==> src/rtl/axis_fifo_pkg.sv <==
// Shared definitions for the AXI-Stream packet FIFO: width defaults, write-side
// state encoding and drop counter width.
package axis_fifo_pkg;

    localparam int DATA_W_DEF = 32;
    localparam int KEEP_W_DEF = DATA_W_DEF / 8;
    localparam int DROP_CNT_W = 16;

    typedef enum logic [1:0] {
        WR_IDLE = 2'd0,
        WR_PKT  = 2'd1,
        WR_DROP = 2'd2
    } wr_state_e;

endpackage

==> src/rtl/axis_fifo_ram.sv <==
// Simple dual-port storage for the packet FIFO: synchronous write, asynchronous read.
module axis_fifo_ram #(
    parameter int WIDTH  = 37,
    parameter int DEPTH  = 64,
    parameter int ADDR_W = 6
) (
    input  logic              clk_i,
    input  logic              we_i,
    input  logic [ADDR_W-1:0] waddr_i,
    input  logic [WIDTH-1:0]  wdata_i,
    input  logic [ADDR_W-1:0] raddr_i,
    output logic [WIDTH-1:0]  rdata_o
);

    logic [WIDTH-1:0] mem_q [DEPTH];

    always_ff @(posedge clk_i) begin
        if (we_i) begin
            mem_q[waddr_i] <= wdata_i;
        end
    end

    assign rdata_o = mem_q[raddr_i];

endmodule

==> src/rtl/axis_pkt_fifo.sv <==
// Store-and-forward AXI-Stream packet FIFO. Define AXIS_PKT_FIFO_DROP_EN to drop
// packets that overflow instead of back-pressuring and cutting through.
module axis_pkt_fifo
    import axis_fifo_pkg::*;
#(
    parameter int DATA_W = DATA_W_DEF,
    parameter int KEEP_W = KEEP_W_DEF,
    parameter int DEPTH  = 64,
    parameter int ADDR_W = $clog2(DEPTH)
) (
    input  logic                  glb_clk,
    input  logic                  glb_reset,
    input  logic                  s_axis_tvalid,
    output logic                  s_axis_tready,
    input  logic [DATA_W-1:0]     s_axis_tdata,
    input  logic [KEEP_W-1:0]     s_axis_tkeep,
    input  logic                  s_axis_tlast,
    output logic                  m_axis_tvalid,
    input  logic                  m_axis_tready,
    output logic [DATA_W-1:0]     m_axis_tdata,
    output logic [KEEP_W-1:0]     m_axis_tkeep,
    output logic                  m_axis_tlast,
    output logic [ADDR_W:0]       fifo_level,
    output logic [ADDR_W:0]       pkt_count,
    output logic [DROP_CNT_W-1:0] drop_cnt
);

    localparam int PTR_W = ADDR_W + 1;
    localparam int ENT_W = DATA_W + KEEP_W + 1;
    localparam logic [PTR_W-1:0] DEPTH_P = PTR_W'(DEPTH);

    wr_state_e        state_q;
    logic [PTR_W-1:0] rd_ptr_q, rd_ptr_d;
    logic [PTR_W-1:0] wr_ptr_q, wr_ptr_d;
    logic [PTR_W-1:0] wr_cur_q, wr_cur_d;
    logic [PTR_W-1:0] pkt_count_q, pkt_count_d;
    logic [PTR_W-1:0] level_q;
    logic             release_q;
    logic             full, empty, s_hs, m_hs, wr_en, rd_last;
    logic [ENT_W-1:0] wr_entry, rd_entry;

    assign full  = (wr_cur_q - rd_ptr_q) == DEPTH_P;
    assign empty = (rd_ptr_q == wr_cur_q);

    assign s_hs = s_axis_tvalid & s_axis_tready;
    assign m_hs = m_axis_tvalid & m_axis_tready;

    assign m_axis_tvalid = !glb_reset && ((pkt_count_q != '0) || (release_q && !empty));

    assign wr_entry = {s_axis_tdata, s_axis_tkeep, s_axis_tlast};
    assign {m_axis_tdata, m_axis_tkeep, m_axis_tlast} = rd_entry;
    assign rd_last  = rd_entry[0];

    assign fifo_level = level_q;
    assign pkt_count  = pkt_count_q;

`ifdef AXIS_PKT_FIFO_DROP_EN
    logic [DROP_CNT_W-1:0] drop_cnt_q;
    logic                  rewind;

    function automatic logic [DROP_CNT_W-1:0] sat_inc(input logic [DROP_CNT_W-1:0] v);
        return (v == '1) ? v : v + 1'b1;
    endfunction

    assign s_axis_tready = !glb_reset;
    // An overflowing beat discards the whole partial packet, not just itself.
    assign wr_en    = s_hs && !full && (state_q != WR_DROP);
    assign rewind   = s_hs && full && (state_q != WR_DROP);
    assign drop_cnt = drop_cnt_q;
`else
    assign s_axis_tready = !glb_reset && !full;
    assign wr_en         = s_hs;
    assign drop_cnt      = '0;
`endif

    axis_fifo_ram #(
        .WIDTH  (ENT_W),
        .DEPTH  (DEPTH),
        .ADDR_W (ADDR_W)
    ) u_ram (
        .clk_i   (glb_clk),
        .we_i    (wr_en),
        .waddr_i (wr_cur_q[ADDR_W-1:0]),
        .wdata_i (wr_entry),
        .raddr_i (rd_ptr_q[ADDR_W-1:0]),
        .rdata_o (rd_entry)
    );

    always_comb begin
        rd_ptr_d = rd_ptr_q + PTR_W'(m_hs);
        wr_cur_d = wr_cur_q;
        wr_ptr_d = wr_ptr_q;
        if (wr_en) begin
            wr_cur_d = wr_cur_q + 1'b1;
            if (s_axis_tlast) begin
                wr_ptr_d = wr_cur_q + 1'b1;
            end
        end
`ifdef AXIS_PKT_FIFO_DROP_EN
        if (rewind) begin
            wr_cur_d = wr_ptr_q;
        end
`endif
        // A commit and a tlast read in the same cycle cancel out.
        pkt_count_d = pkt_count_q + PTR_W'(wr_en && s_axis_tlast) - PTR_W'(m_hs && rd_last);
    end

    always_ff @(posedge glb_clk) begin
        if (glb_reset) begin
            state_q     <= WR_IDLE;
            rd_ptr_q    <= '0;
            wr_ptr_q    <= '0;
            wr_cur_q    <= '0;
            pkt_count_q <= '0;
            level_q     <= '0;
            release_q   <= 1'b0;
`ifdef AXIS_PKT_FIFO_DROP_EN
            drop_cnt_q  <= '0;
`endif
        end else begin
            rd_ptr_q    <= rd_ptr_d;
            wr_ptr_q    <= wr_ptr_d;
            wr_cur_q    <= wr_cur_d;
            pkt_count_q <= pkt_count_d;
            level_q     <= wr_cur_d - rd_ptr_d;
`ifdef AXIS_PKT_FIFO_DROP_EN
            case (state_q)
                WR_DROP: begin
                    if (s_hs && s_axis_tlast) begin
                        state_q    <= WR_IDLE;
                        drop_cnt_q <= sat_inc(drop_cnt_q);
                    end
                end
                default: begin
                    if (rewind) begin
                        state_q <= s_axis_tlast ? WR_IDLE : WR_DROP;
                        if (s_axis_tlast) begin
                            drop_cnt_q <= sat_inc(drop_cnt_q);
                        end
                    end else if (wr_en) begin
                        state_q <= s_axis_tlast ? WR_IDLE : WR_PKT;
                    end
                end
            endcase
`else
            if (wr_en) begin
                state_q <= s_axis_tlast ? WR_IDLE : WR_PKT;
            end
            // A packet larger than the buffer would deadlock; let it cut through.
            if (full && (state_q == WR_PKT) && (pkt_count_q == '0)) begin
                release_q <= 1'b1;
            end else if (m_hs && rd_last) begin
                release_q <= 1'b0;
            end
`endif
        end
    end

endmodule

==> config.mk <==
export PLATFORM = sky130hd
export DESIGN_NAME = axis_pkt_fifo
export DESIGN_NICKNAME = d
export VERILOG_FILES = /design/src/rtl/axis_fifo_pkg.sv /design/src/rtl/axis_fifo_ram.sv /design/src/rtl/axis_pkt_fifo.sv
export SDC_FILE = /design/constraint.sdc
export NUM_CORES = 2
export LEC_CHECK = 0
export BUFFER_PORTS_ARGS = -buffer_cell sky130_fd_sc_hd__buf_2
export CAP_MARGIN = 20
export CORE_MARGIN = 2
export CORE_UTILIZATION = 43
export CTS_BUF_LIST = sky130_fd_sc_hd__clkbuf_4
export CTS_CLUSTER_DIAMETER = 60
export DETAILED_ROUTE_END_ITERATION = 10
export PLACE_DENSITY = 0.63
export SYNTH_ARGS = -nofsm -noshare
export SYNTH_HDL_FRONTEND = slang
export SYNTH_SLANG_ARGS = --single-unit
==> constraint.sdc <==
create_clock -name glb_clk -period 4.6 [get_ports glb_clk]
set_input_delay 0.92 -clock glb_clk [delete_from_list [all_inputs] [get_ports glb_clk]]
set_output_delay 0.92 -clock glb_clk [all_outputs]
set_load 0.05 [all_outputs]
[Word level (Yosys, flattened, before mapping)]
Memories as Yosys holds them, arrays and structs flattened. A register that Yosys moved wholly into a read port is not among the register bits.
Index checks and enable logic that the tools add are counted.
Operators by class
  add/sub/neg operators: 6
  equality and inequality tests: 3
  multiplexer cells: 7
  bitwise operators: 2
  reduce and logical (&&, ||, !) cells: 14
Operators with widths (number)
  adder 7 x 1 -> 7 bit: 2
  subtractor 7 bit: 2
  adder 7 x 1 -> 7 bit (second input constant): 1
  == test 7 bit: 1
  == test 7 bit (second input constant): 1
  logical AND 1 bit: 7
  zero test 7 bit: 1
  two-way mux 7 bit: 1
  nonzero test 7 bit: 1
  subtractor 7 x 1 -> 7 bit: 1
  two-way mux 6 bit: 1
  two-way mux 1 bit: 5
  zero test 1 bit: 3
  bitwise AND 1 bit: 2
  == test 2 x 1 -> 1 bit (second input constant): 1
  nonzero test 2 bit: 1
  logical OR 1 bit: 1
Word-level totals
  bits in registers: 31
  memory bits (writable): 2368
  input port bits: 41
  output and inout port bits: 69
  word-level logic and storage cells: 39
  memories: 1
Memory list
  u_ram.mem_q: depth 64, bits a word 37, rd ports 1, clocked after Yosys merged registers in 1, wr ports 1, line axis_fifo_ram.sv:15  | logic [WIDTH-1:0] mem_q [DEPTH];

[Logic depth before layout (Yosys ltp)]
  depth after elaboration: 9
  gate-level depth with buffers: 23
  gate-level depth less buffers: 20

[Cells and area by module]
Synthesis repeated with hierarchy kept, for this count alone.
Second synthesis, totals
  cells, all modules: 4123
  area total of the unflattened synthesis: 91744.2 µm²
By module, submodules not included
  axis_fifo_ram: instances 1, cells each 3885, area each 89724.8 µm², sequential area each 71108.2 µm²
  axis_pkt_fifo: instances 1, cells each 238, area each 2019.4 µm², sequential area each 600.6 µm²

[Least setup slack after synthesis]
No wires, ideal clock.
  path type: reg2reg
  start point: reg rd_ptr_q[3]
  end point: reg level_q[6] (netlist: fifo_level[6])
  setup time: 0.128 ns
  data arrival time: 4.902 ns
  data required time: 4.472 ns
  path slack: -0.430 ns
  cell stages (with the launch flop): 21
  clock period less this slack: 5.030 ns
  path through: dfxtp_1 > buf_2 > clkinv_1 > clkbuf_1 > buf_1 > ha_1 > and4_1 > a41o_1 > a21oi_1 > and2_1 > ha_1 > ha_1 > xnor2_1 > ha_1 > nor2b_1 > nor3_1 > o21bai_1 > a21oi_1 > xnor3_1 > xnor2_1 > nor2b_1
Between the ends
  cells in the longest elaborated chain, start to end: 8
Ends and longest elaborated chain
  start: declaration: line axis_pkt_fifo.sv:33  | logic [PTR_W-1:0] rd_ptr_q, rd_ptr_d;
  start signal: assignment: line axis_pkt_fifo.sv:121  | rd_ptr_q <= rd_ptr_d;
  == test 7 bit: line axis_pkt_fifo.sv:43  | assign empty = (rd_ptr_q == wr_cur_q);
  zero test 1 bit: line axis_pkt_fifo.sv:48  | assign m_axis_tvalid = !glb_reset && ((pkt_count_q != '0) || (release_q && !empty));
  logical AND 1 bit: line axis_pkt_fifo.sv:48
  logical OR 1 bit: line axis_pkt_fifo.sv:48
  logical AND 1 bit: line axis_pkt_fifo.sv:48
  net m_axis_tvalid: line axis_pkt_fifo.sv:18  | output logic m_axis_tvalid,
  bitwise AND 1 bit: line axis_pkt_fifo.sv:46  | assign m_hs = m_axis_tvalid & m_axis_tready;
  adder 7 x 1 -> 7 bit: line axis_pkt_fifo.sv:90  | rd_ptr_d = rd_ptr_q + PTR_W'(m_hs);
  subtractor 7 bit: line axis_pkt_fifo.sv:125  | level_q <= wr_cur_d - rd_ptr_d;
  end signal: assignment: line axis_pkt_fifo.sv:125
  end: declaration: line axis_pkt_fifo.sv:37  | logic [PTR_W-1:0] level_q;
The timed path passes the listed nets, and every way through them passes these cells.
A chain may end at the register's enable or synchronous reset.

==> results.sh <==
export IMPL_die_y_um=466
export IMPL_wirelength_um=263000
export IMPL_finalSetupViolCount=37
export IMPL_drcViolationCount=0
export IMPL_fin_crit_ns=5.22
export IMPL_clk_pin_slew_ns=0.08
export IMPL_numCtsBuffers=618
export IMPL_crit_type="register to output port"
export IMPL_holdWs_ns=0.0518
export IMPL_p_total_mw=48.3
export IMPL_r2r_slack_ns=0.14
export IMPL_synth_top_area_cell="edfxtp_1"
export IMPL_dp_hpwl_um=131000
export IMPL_core_mm2=0.212
export IMPL_globalplace_congestion=0.790
export IMPL_cp_arrival_ns=4.30
export IMPL_viasPerCell=6.02
export IMPL_die_x_um=466
export IMPL_grt_pass1_vias=45994
export IMPL_grt_use_total_pct=23.8
export IMPL_ff2ff_path_depth=13
export IMPL_initial_utilization_pct=43.3
export IMPL_n_fill_cell=16548
export IMPL_synth_seq_cells=2398
export IMPL_synth_edff_count=2368
export IMPL_hold_violations=0
export IMPL_fmax_mhz=192
export IMPL_endpoint_kind="output port"
export IMPL_antenna_left=0
export IMPL_drive_above_1_share_pct=43.7
export IMPL_ctsHtreeMaxLevel=6
export IMPL_r2r_start="rd_ptr_q[1]$_SDFF_PP0_"
export IMPL_nets=4562
export IMPL_grt_max_degree=74
export IMPL_port_buffers=93
export IMPL_finalCritPeriodShare_pct=113
export IMPL_grt_pass1_wl_um=356000
export IMPL_fin_area_mm2=0.108
export IMPL_grt_overflow_total=0
export IMPL_row_count=169
export IMPL_cp_max_fo=13
export IMPL_synth_cell_area_mm2=0.0918
export IMPL_wl_per_cell_um=34.1
export IMPL_cp_slowest_cell="mux4_2"
export IMPL_ir_drop_v=0.000283
export IMPL_async_reset_ff_share_pct=0
export IMPL_yosysSeqAreaShare_pct=78.1
export IMPL_power_density_mw_per_mm2=449
export IMPL_cp_cell_sequence="buf_16 -> buf_6 -> buf_16 -> mux4_2 -> mux4_2 -> mux4_2 -> buf_8"
export IMPL_worst_slew_pin_slew_ns=1.17
export IMPL_pre_cts_ws_ns=0.270
export IMPL_syn2layout_area_growth_pct=17.3
export IMPL_r2r_end="u_ram.mem_q[20][14]$_DFFE_PP_"
export IMPL_synthTopCellsByArea="edfxtp_1, mux4_2, dfxtp_1"
export IMPL_clock_path_buffers=4
export IMPL_cts_sinks=2398
export IMPL_synth_avg_cell_area_um2=24.9
export IMPL_cpMostUsedCell="mux4_2"
export IMPL_failed_checks="setup timing"
export IMPL_vias=46373
export IMPL_crit_family="multiplexers"
export IMPL_antenna_found_initial=22
export IMPL_drtIter0Drc=6073
export IMPL_placed_area_mm2=0.0968
export IMPL_regArea_mm2=0.0717
export IMPL_maxSlewViolCount=0
export IMPL_startpoint_type="register"
export IMPL_path_depth=7
export IMPL_multiInputGateArea_mm2=0.0197
export IMPL_clk_latency_ns=1.41
export IMPL_worstPathRequired_ns=3.68
export IMPL_fin_skew_ns=0.142
export IMPL_p_leak_nw=33.7
export IMPL_status="finished with violations"
export IMPL_dieArea_mm2=0.217
export IMPL_synth_main_ff_cell="edfxtp_1"
export IMPL_clock_tree_root_cell="clkbuf_4"
export IMPL_syn_inst=3687
export IMPL_synth_top_area_share_pct=77.5
export IMPL_drt_pass1_iterations=5
export IMPL_crit_buf_inv=4
export IMPL_critPathMaxStageDelay_ns=0.65
export IMPL_yosysWarnings=0
export IMPL_setup_ws_ns=-0.616
export IMPL_fin_util_pct=50.8
export IMPL_synth_cell_type_count=53
export IMPL_hold_path_class="input port to register"
export IMPL_io_pins=110
export IMPL_cts_tree="done"
export IMPL_crit_start="rd_ptr_q[0]$_SDFF_PP0_"
export IMPL_crit_end="m_axis_tdata[17]"
export IMPL_rsz0062_at_grt="yes"
export IMPL_cap_violations=0
export IMPL_slew_headroom_pct=21.9
==> cell usage after synthesis (2+ instances only) <==
| master | n |
|---|---|
| ha_1 | 24 |
| fa_1 | 2 |
| clkinv_1 | 2 |
| clkbuf_1 | 107 |
| a211oi_1 | 2 |
| and4_1 | 2 |
| nor3_1 | 3 |
| buf_2 | 54 |
| nor3b_1 | 3 |
| edfxtp_1 | 2368 |
| xnor2_1 | 16 |
| o21ai_0 | 10 |
| dfxtp_1 | 30 |
| a21oi_1 | 10 |
| o21bai_1 | 3 |
| nor4_1 | 3 |
| a22o_1 | 3 |
| nand4_1 | 4 |
| buf_4 | 16 |
| a31oi_1 | 4 |
| nand2b_1 | 2 |
| or3_1 | 6 |
| mux2i_1 | 11 |
| nand3_1 | 10 |
| inv_1 | 20 |
| nand2_1 | 28 |
| nor2_1 | 94 |
| and2_1 | 2 |
| nand4b_1 | 2 |
| xor2_1 | 4 |
| nor2b_1 | 19 |
| mux4_2 | 764 |
| a2111oi_0 | 6 |
| nand3b_1 | 3 |
| a21o_1 | 3 |
| buf_1 | 30 |
==> registers in the layout (all words and copies together), names as in the netlist <==
signal and flops:
fifo_level 7, pkt_count 7, rd_ptr_q 7, release_q 1, state_q 1, u_ram.mem_q 2368, wr_cur_q 7
==> report_power, final <==
group	internal [mW]	leakage [nW]	switching, mW	total [mW]
logic	3.37	7.73	3.24	6.61
registers	24.1	21.5	0.0508	24.1
clock network	9.19	4.42	8.36	17.6
==> placed cells by master, fill, tap and decap left out, drive strengths merged, types with 5 or more instances in the layout <==
master / count
edfxtp: 2368
clkbuf: 902
mux4: 764
buf: 332
clkinv: 100
nor2: 94
inv: 37
dfxtp: 30
nand2: 28
ha: 24
nor2b: 19
dlygate4sd3: 17
xnor2: 16
conb: 16
diode: 11
mux2i: 11
o21ai: 11
nand3: 10
a21oi: 10
bufinv: 9
a2111oi: 7
or3: 6
bufbuf: 5
==> cells by family (layout without fill, tap and decap cells) <==
kind of cell / count (synthesis) / in the layout / share of synthesized area (%)
and+or+nand+nor: 184 / 184 / 0.927
adders and majority gates: 26 / 26 / 0.371
DFF: 2398 / 2398 / 78.1
other: 1 / 27 / 0.00409
buffers and inverters: 229 / 1404 / 1.08
AOI/OAI and AO/OA: 53 / 53 / 0.412
muxes: 775 / 775 / 18.9
xor gates and xnor gates: 21 / 21 / 0.215
==> area by class of cell <==
| type | instances | share of cell area, % |
|---|---|---|
| Inverter | 22 | 0.0883 |
| Tap cell | 2821 | 3.28 |
| Multi-Input combinational cell | 1075 | 18.3 |
| Clock inverter | 126 | 0.699 |
| Timing Repair Buffer | 380 | 4.90 |
| Antenna cell | 11 | 0.0256 |
| Clock buffer | 876 | 6.11 |
| Sequential cell | 2398 | 66.6 |
==> metal layers <==
metal  vias up  part of all wire (%)  global-route usage (%)
met5         -                 0.017                       0
met4         6                   3.0                    8.51
met3       466                    10                    5.89
li1      18032                     -                       -
met2      2814                    49                    38.3
met1     25055                    37                    31.6
==> worst min-delay path by stage <==
stage                                  startpoint                       endpoint  slack [ns]  cells after the start
after floorplan            release_q$_SDFFE_PP0P_         release_q$_SDFFE_PP0P_        0.46                      2
after global placement    state_q[0]$_SDFFE_PP0P_         release_q$_SDFFE_PP0P_        0.52                      2
after detailed placement  state_q[0]$_SDFFE_PP0P_         release_q$_SDFFE_PP0P_        0.50                      2
after CTS                           s_axis_tvalid         wr_cur_q[6]$_SDFF_PP0_        0.02                      5
after global routing             s_axis_tdata[18]  u_ram.mem_q[56][23]$_DFFE_PP_       -0.02                      1
final                            s_axis_tdata[18]  u_ram.mem_q[56][23]$_DFFE_PP_        0.05                      1
==> stage by stage <==
| step | instances | setup TNS [ns] |
|---|---|---|
| global placement | 6544 | 0 |
| detailed placement | 6547 | 0 |
| global route | 7705 | -23.96 |
| floorplan | 3702 | -410.95 |
| finish | 7709 | -20.04 |
| CTS | 7605 | -25.12 |
==> what timing repair did <==
item,4_1_cts,5_1_grt
pin swaps,4,5
endpoints found under the hold margin,17,158
gates resized for setup,175,56
endpoints found under the setup margin,38,42
cloned,33,28
hold buffers,2,15
setup buffers,22,37
No activity file was read; power rests on OpenSTA's default activity.
